==> config.mk <==
export PLATFORM = sky130hd
export DESIGN_NAME = mem_port_arbiter_flat
export DESIGN_NICKNAME = d
export VERILOG_FILES = /design/src/rtl/mem_port_arbiter_if.sv /design/src/rtl/mem_port_arbiter.sv /design/src/flat_wrapper.sv
export SDC_FILE = /design/constraint.sdc
export NUM_CORES = 1
export LEC_CHECK = 0
export CORE_MARGIN = 5
export CORE_UTILIZATION = 41
export CTS_BUF_LIST = sky130_fd_sc_hd__clkbuf_16
export DETAILED_ROUTE_END_ITERATION = 16
export PLACE_DENSITY_LB_ADDON = 0.25
export SLEW_MARGIN = 10
export SYNTH_ARGS = -nofsm -noshare
export SYNTH_HDL_FRONTEND = slang
export SYNTH_SLANG_ARGS = --single-unit
==> constraint.sdc <==
create_clock -name CLK -period 2.3 [get_ports CLK]
set_input_delay 0.575 -clock CLK [delete_from_list [all_inputs] [get_ports CLK]]
set_output_delay 0.575 -clock CLK [all_outputs]
set_load 0.02 [all_outputs]
==> src/rtl/mem_port_arbiter_if.sv <==
// rtl/mem_port_arbiter_if.sv - fetch/data request and memory handshake bundle for mem_port_arbiter
// slave is the arbiter's view; master is the pipeline/memory environment's view.
interface mem_port_arbiter_if #(
  parameter int AW = 32,
  parameter int DW = 32
);
  logic          IReq;
  logic [AW-1:0] IAddr;
  logic          IValid;
  logic [DW-1:0] IRData;
  logic          IStall;

  logic          DReq;
  logic          DWe;
  logic [AW-1:0] DAddr;
  logic [DW-1:0] DWData;
  logic          DValid;
  logic [DW-1:0] DRData;
  logic          DStall;

  logic          MemReq;
  logic          MemWe;
  logic [AW-1:0] MemAddr;
  logic [DW-1:0] MemWData;
  logic          MemAck;
  logic [DW-1:0] MemRData;
  logic          MemErr;

  modport slave (
    input  IReq, IAddr, DReq, DWe, DAddr, DWData, MemAck, MemRData,
    output IValid, IRData, IStall, DValid, DRData, DStall,
           MemReq, MemWe, MemAddr, MemWData, MemErr
  );

  modport master (
    output IReq, IAddr, DReq, DWe, DAddr, DWData, MemAck, MemRData,
    input  IValid, IRData, IStall, DValid, DRData, DStall,
           MemReq, MemWe, MemAddr, MemWData, MemErr
  );
endinterface

==> src/rtl/mem_port_arbiter.sv <==
// rtl/mem_port_arbiter.sv - single-port memory arbiter between instruction fetch and load/store
// Optional MemAck timeout abort is enabled by defining MEM_TIMEOUT_EN.
module mem_port_arbiter #(
  parameter int AW      = 32,
  parameter int DW      = 32,
  parameter int TIMEOUT = 15
) (
  input logic              CLK,
  input logic              RSTN,
  mem_port_arbiter_if.slave bus
);

  typedef enum logic [1:0] {IDLE, IBUSY, DBUSY} state_t;

  state_t state;

  assign bus.IStall = bus.IReq & ~bus.IValid;
  assign bus.DStall = bus.DReq & ~bus.DValid;

`ifdef MEM_TIMEOUT_EN
  localparam int CW = $clog2(TIMEOUT + 2);

  logic [CW-1:0] toCnt;
  logic [CW-1:0] toCntNext;
  logic          toAbort;

  // toCntNext is the number of BUSY cycles elapsed including the current one
  assign toCntNext = toCnt + CW'(1);
  assign toAbort   = (state != IDLE) && !bus.MemAck && (toCntNext == CW'(TIMEOUT));
`endif

  always_ff @(posedge CLK or negedge RSTN) begin
    if (!RSTN) begin
      state        <= IDLE;
      bus.MemReq   <= 1'b0;
      bus.MemWe    <= 1'b0;
      bus.MemAddr  <= '0;
      bus.MemWData <= '0;
      bus.IValid   <= 1'b0;
      bus.DValid   <= 1'b0;
      bus.IRData   <= '0;
      bus.DRData   <= '0;
      bus.MemErr   <= 1'b0;
`ifdef MEM_TIMEOUT_EN
      toCnt        <= '0;
`endif
    end else begin
      bus.IValid <= 1'b0;
      bus.DValid <= 1'b0;
      bus.MemErr <= 1'b0;
      case (state)
        IDLE: begin
          // A requester still showing its Valid pulse is dropping Req; skip it
          if (bus.DReq && !bus.DValid) begin
            bus.MemReq   <= 1'b1;
            bus.MemWe    <= bus.DWe;
            bus.MemAddr  <= bus.DAddr;
            bus.MemWData <= bus.DWData;
            state        <= DBUSY;
          end else if (bus.IReq && !bus.IValid) begin
            bus.MemReq  <= 1'b1;
            bus.MemWe   <= 1'b0;
            bus.MemAddr <= bus.IAddr;
            state       <= IBUSY;
          end
`ifdef MEM_TIMEOUT_EN
          toCnt <= '0;
`endif
        end
        IBUSY, DBUSY: begin
          if (bus.MemAck) begin
            bus.MemReq <= 1'b0;
            bus.MemWe  <= 1'b0;
            if (state == IBUSY) begin
              bus.IRData <= bus.MemRData;
              bus.IValid <= 1'b1;
            end else begin
              if (!bus.MemWe) begin
                bus.DRData <= bus.MemRData;
              end
              bus.DValid <= 1'b1;
            end
            state <= IDLE;
`ifdef MEM_TIMEOUT_EN
            toCnt <= '0;
          end else if (toAbort) begin
            bus.MemReq <= 1'b0;
            bus.MemWe  <= 1'b0;
            bus.MemErr <= 1'b1;
            if (state == IBUSY) begin
              bus.IRData <= '0;
              bus.IValid <= 1'b1;
            end else begin
              bus.DRData <= '0;
              bus.DValid <= 1'b1;
            end
            state <= IDLE;
            toCnt <= '0;
          end else begin
            toCnt <= toCntNext;
`endif
          end
        end
        default: state <= IDLE;
      endcase
    end
  end

endmodule

==> src/flat_wrapper.sv <==
// flat-port wrapper written by rule: the top's interface ports become plain ports
module mem_port_arbiter_flat 
#(
  parameter int AW      = 32,
  parameter int DW      = 32,
  parameter int TIMEOUT = 15
)
  (CLK, RSTN, bus_IReq, bus_IAddr, bus_DReq, bus_DWe, bus_DAddr, bus_DWData, bus_MemAck, bus_MemRData, bus_IValid, bus_IRData, bus_IStall, bus_DValid, bus_DRData, bus_DStall, bus_MemReq, bus_MemWe, bus_MemAddr, bus_MemWData, bus_MemErr);
  mem_port_arbiter_if #(.AW(AW), .DW(DW)) bus_i ();
  input logic CLK;
  input logic RSTN;
  input wire logic [$bits(bus_i.IReq)-1:0] bus_IReq;
  input wire logic [$bits(bus_i.IAddr)-1:0] bus_IAddr;
  input wire logic [$bits(bus_i.DReq)-1:0] bus_DReq;
  input wire logic [$bits(bus_i.DWe)-1:0] bus_DWe;
  input wire logic [$bits(bus_i.DAddr)-1:0] bus_DAddr;
  input wire logic [$bits(bus_i.DWData)-1:0] bus_DWData;
  input wire logic [$bits(bus_i.MemAck)-1:0] bus_MemAck;
  input wire logic [$bits(bus_i.MemRData)-1:0] bus_MemRData;
  output wire logic [$bits(bus_i.IValid)-1:0] bus_IValid;
  output wire logic [$bits(bus_i.IRData)-1:0] bus_IRData;
  output wire logic [$bits(bus_i.IStall)-1:0] bus_IStall;
  output wire logic [$bits(bus_i.DValid)-1:0] bus_DValid;
  output wire logic [$bits(bus_i.DRData)-1:0] bus_DRData;
  output wire logic [$bits(bus_i.DStall)-1:0] bus_DStall;
  output wire logic [$bits(bus_i.MemReq)-1:0] bus_MemReq;
  output wire logic [$bits(bus_i.MemWe)-1:0] bus_MemWe;
  output wire logic [$bits(bus_i.MemAddr)-1:0] bus_MemAddr;
  output wire logic [$bits(bus_i.MemWData)-1:0] bus_MemWData;
  output wire logic [$bits(bus_i.MemErr)-1:0] bus_MemErr;
  assign bus_i.IReq = bus_IReq;
  assign bus_i.IAddr = bus_IAddr;
  assign bus_i.DReq = bus_DReq;
  assign bus_i.DWe = bus_DWe;
  assign bus_i.DAddr = bus_DAddr;
  assign bus_i.DWData = bus_DWData;
  assign bus_i.MemAck = bus_MemAck;
  assign bus_i.MemRData = bus_MemRData;
  assign bus_IValid = bus_i.IValid;
  assign bus_IRData = bus_i.IRData;
  assign bus_IStall = bus_i.IStall;
  assign bus_DValid = bus_i.DValid;
  assign bus_DRData = bus_i.DRData;
  assign bus_DStall = bus_i.DStall;
  assign bus_MemReq = bus_i.MemReq;
  assign bus_MemWe = bus_i.MemWe;
  assign bus_MemAddr = bus_i.MemAddr;
  assign bus_MemWData = bus_i.MemWData;
  assign bus_MemErr = bus_i.MemErr;
  mem_port_arbiter #(.AW(AW), .DW(DW), .TIMEOUT(TIMEOUT)) u_core (.CLK(CLK), .RSTN(RSTN), .bus(bus_i));
endmodule
After elaboration in Yosys (flattened, before gate mapping)
Index checks and enable logic that the tools add are counted.

Register bits after elaboration: 134. Output and inout bits: 135.

Equal/unequal tests: 4. Mux-type cells: 19. Bitwise gates (word level): 6. Reductions and logical operators: 14.

Operator list (count): $mux 32 (2); $mux 1 (11); $mux 2 (3); $reduce_and 2->1 (3); $reduce_and 3->1 (2); $not 1->1 (4); $pmux 1 s2 (2); $pmux 2 s2 (1); $reduce_and 4->1 (1); $reduce_bool 2->1 (2); $ne 3x1->1 const B (1); $and 1x1->1 (2); $eq 2x1->1 const B (1); $eq 2x2->1 const B (1); $logic_and 1x1->1 (2); $logic_not 1->1 (2); $logic_not 2->1 (1); $ne 2x2->1 const B (1); $reduce_or 2->1 (1).

Depth between registers and ports, before layout
Word-level depth: 5. Mapped depth: 6. Gate-level depth less buffers: 5.

Worst setup path before layout
OpenSTA, ideal clock, no wires.

Kind: register -> register. From: register u_core.state[0]. To: register u_core.bus.DRData[0]. Setup time: 0.125 ns. Arrival time: 1.577 ns. Required time: 2.175 ns. Slack: 0.598 ns. Stages on the path, launching flop included: 7. Buffers on the path: 1. Cell sequence: dfrtp_1 inv_1 ha_1 nand2_1 nor3_2 buf_4 mux2_2.

Word-level cells in the longest chain between the ends: 3. Elaborated cells on any way between the ends: 5. Those cells by class: eq/ne: 2; bitwise: 1; reduce/logical: 2.

RTL lines: start: declaration (RTL line mem_port_arbiter.sv:15) `state_t state;`; start signal: assignment (RTL line mem_port_arbiter.sv:34) `state <= IDLE;`; start signal: assignment (RTL line mem_port_arbiter.sv:59) `state <= DBUSY;`; start signal: assignment (RTL line mem_port_arbiter.sv:64) `state <= IBUSY;`; $eq 2x2->1 or $eq 2x1->1 (tied branches) (RTL line mem_port_arbiter.sv:51, mem_port_arbiter.sv:74); $reduce_or 2->1 or $not 1->1 (tied branches); $reduce_and 4->1 (no source line) (*); end signal: assignment (RTL line mem_port_arbiter.sv:79) `bus.DRData <= bus.MemRData;`; end: declaration (RTL line mem_port_arbiter_if.sv:31) `output IValid, IRData, IStall, DValid, DRData, DStall,`.

Mark *: on every way between the ends. The rest lies on a longest branch, timed or not. A chain may end at the register's enable or synchronous reset.

Final worst setup path
From: input bus_DReq. To: output bus_DStall.

Word-level cells in the longest chain between the ends: 1.

RTL lines: start: declaration (RTL line flat_wrapper.sv:14) `input wire logic [$bits(bus_i.DReq)-1:0] bus_DReq;`; $and 1x1->1 (RTL line mem_port_arbiter.sv:18) `assign bus.DStall = bus.DReq & ~bus.DValid;`; end: declaration (RTL line flat_wrapper.sv:25) `output wire logic [$bits(bus_i.DStall)-1:0] bus_DStall;`.

No other way between the ends.

==> results.py <==
metrics = {
    "outcome": {
        "outcome": "finished, final reports clean",
    },
    "die": {
        "initial_core_util_pct": 41.6,
        "core_um2": 13200,
        "ios": 269,
        "placementRows": 42,
        "dieArea_um2": 15800,
        "die_h_um": 126,
        "die_x_um": 126,
    },
    "logic_synthesis": {
        "yosysWarnings": 0,
        "syn_avg_cell_area_um2": 15.9,
        "synth_top_area_share_pct": 61.1,
        "synth-seq-cells": 134,
        "synthCells": 344,
        "yosys.area.top_type": "dfrtp_1",
        "ys.flop_type": "dfrtp_1",
        "async_flop_share_pct": 100,
        "yosys-top-cells-area": "dfrtp_1 61%, mux2_2 32%, buf_4 0.96%, buf_2 0.73%, ha_1 0.68%",
        "synth_edf_count": 0,
        "synth_nets": 481,
        "synth.distinct_cells": 25,
        "synthesis.area_um2": 5480,
        "ys_seq_area_share_pct": 61.1,
    },
    "global_route": {
        "grt_pass1_vias": 4452,
        "antenna_found_initial": 0,
        "track_usage_pct": 19.5,
        "grt_pass1_wl_um": 24200,
        "grt_overflow": 0,
        "grt_max_degree": 57,
    },
    "sta": {
        "fmax_mhz": 467,
        "setup_viol": 0,
        "finClkSkew_ps": 3.42,
        "tightest_slew_ps": 529,
        "whs_ps": 116,
        "slew_headroom_pct": 64.7,
        "rsz0062_at_grt": "false",
        "period_needed_ps": 2140,
        "setup_slack_ps": 158,
        "hold_viol": 0,
        "tns_ps": 0,
        "maxSlewViolCount": 0,
        "finalCritPeriodShare_pct": 93.1,
    },
    "drt": {
        "via_count": 3873,
        "drc": 0,
        "via_per_inst": 4.79,
        "routed_wl_um": 15100,
        "drt_first_pass_iters": 4,
        "drtIter0Drc": 94,
        "wire_per_inst_um": 18.6,
        "drtAntennaViolNets": 0,
    },
    "setup_path": {
        "required_ps": 1730,
        "r2r_cells": 6,
        "reg2reg_from": "u_core.state[0]$_DFFE_PN0P_",
        "cp.arrival_ps": 1570,
        "rr_endpoint": "u_core.bus.DRData[14]$_DFFE_PN0P_",
        "crit_type": "in -> out",
        "r2r_setup_slack_ps": 430,
        "crit_path_start_kind": "input pin",
        "path_max_fanout": 2,
        "end_kind": "output pin",
    },
    "place": {
        "port_buffers": 267,
        "dp_worst_setup_slack_ps": -163,
        "place_congestion": 0.818,
        "hpwl_um": 11600,
        "dpl.cell_count": 781,
    },
    "pwr": {
        "vdd_drop_max_mv": 0.964,
        "swShare_pct": 34.3,
        "seq_power_share_pct": 31.4,
        "p_leak_uw": 0.00377,
        "combPwrFrac_pct": 50.4,
        "switchingPower_uw": 4580,
        "p_int_uw": 8750,
        "power_density_nw_per_um2": 1490,
        "clkPwrFrac_pct": 18.2,
    },
    "cells_and_area": {
        "n_antenna_cell": 0,
        "fill_cells": 968,
        "drive_above_1_share_pct": 31.3,
        "finalNonFillerCells": 809,
        "layout.nets": 761,
        "syn_to_final_growth_pct": 63.4,
    },
    "cts": {
        "cts_htree_levels": 4,
        "cts.clk_slew.worst_paths_ps": 50,
        "cts_buffers": 17,
        "clock_path_buffers": 2,
        "insertion_delay_ps": 410,
        "post_cts_resized": 2,
        "cts_root_buf": "clkbuf_16",
        "cts_tree": "done",
        "hold_buffers": 0,
        "cts.sinks": 134,
        "post-cts-setup-buffers": 0,
    },
    "run": {
        "maxCapViolations": 0,
    },
    "worst_hold_path": {
        "min_path_type": "in -> async",
    },
}
-- per-stage QoR --
stage | power, uW | area, um2 | utilization, %
3_3_place_gp | 10800 | 8440 | 64.0
3_5_place_dp | 11000 | 8440 | 64.0
6_report | 13300 | 8960 | 68.0
4_1_cts | 13500 | 8960 | 68.0
5_1_grt | 14000 | 8960 | 68.0
2_1_floorplan | 7660 | 5480 | -
-- cells in the mapped netlist, drive strengths merged (2+ instances only) --
cell    number
mux2       160
dfrtp      134
buf         17
inv          6
ha           3
nand3        3
o21ai        3
nand2        2
nand2b       2
nand4        2
nor2b        2
-- sequential cells by signal (all words and copies together), names as in the netlist --
name,cells
u_core.bus.IRData,32
u_core.bus.MemWData,32
u_core.bus.MemWe,1
u_core.state,2
u_core.bus.DRData,32
u_core.bus.IValid,1
u_core.bus.DValid,1
u_core.bus.MemAddr,32
u_core.bus.MemReq,1
-- per-layer routing --
layer	vias to the layer above	track usage, %	part of all wire (%)
li1	1776	-	-
met1	1897	21.3	38
met2	177	33.6	51
met3	23	8.64	9.2
met4	0	7.02	2.0
met5	-	0	0
-- worst max-delay path, cell delays in order --
cell and delay [ps]:
clkdlybuf4s50_1 510, nand2b_4 60, inv_1 70, dlygate4sd2_1 360
-- power by group through the flow --
stage                     clock, uW  combinational [uW]  sequential [uW]
after floorplan                   0                2060             5600
after global placement            0                6660             4140
after detailed placement          0                6780             4230
after CTS                      2500                6820             4200
after global routing           2610                7080             4340
final                          2430                6710             4180
-- logic make-up (layout without fill, tap and decap cells) --
group	count (synthesis)	count (layout)	synth area share, %
muxes	160	160	32.9
DFF	134	134	61.1
and+or+nand+nor	14	14	1.67
adders and majority gates	3	3	0.685
buffers and inverters	24	313	2.60
AOI/OAI and AO/OA	8	8	0.981
other	1	1	0.0684
-- cell usage in the layout, fill, tap and decap left out, types with 2 or more instances in the layout --
master           netlist  routed
dfrtp_1              134     134
ha_1                   3       3
nor2b_1                2       2
buf_12                 0       6
clkdlybuf4s50_1        0     264
o21ai_0                3       3
nand4_1                2       2
buf_4                  7       6
inv_1                  6      10
nand3_1                3       2
bufinv_16              0       2
mux2_2               158     158
mux2_1                 2       2
clkinv_2               0       4
dlygate4sd2_1          0       2
clkbuf_16              0      17
nand2_1                2       2
-- final cells by class --
| type | instances | area [um2] | share of cell area, % |
|---|---|---|---|
| repair buffers | 279 | 2840 | 31.6 |
| clock inverters | 11 | 98.8 | 1.10 |
| multi-input cells | 186 | 2010 | 22.4 |
| well taps | 176 | 220 | 2.46 |
| clock buffers | 17 | 425 | 4.75 |
| inverters | 6 | 22.5 | 0.251 |
| flip-flops and latches | 134 | 3350 | 37.4 |
-- worst max path at each step --
stage | slack (ps) | start | to
after global routing | 120 | bus_DReq | bus_DStall
after detailed placement | -160 | bus_DReq | u_core.bus.MemAddr[26]$_DFFE_PN0P_
final | 160 | bus_DReq | bus_DStall
after global placement | -120 | bus_DReq | bus_DStall
after CTS | 150 | bus_DReq | bus_DStall
after floorplan | 600 | u_core.state[0]$_DFFE_PN0P_ | u_core.bus.DRData[0]$_DFFE_PN0P_
Note: power is estimated with default switching activity, not from simulation.
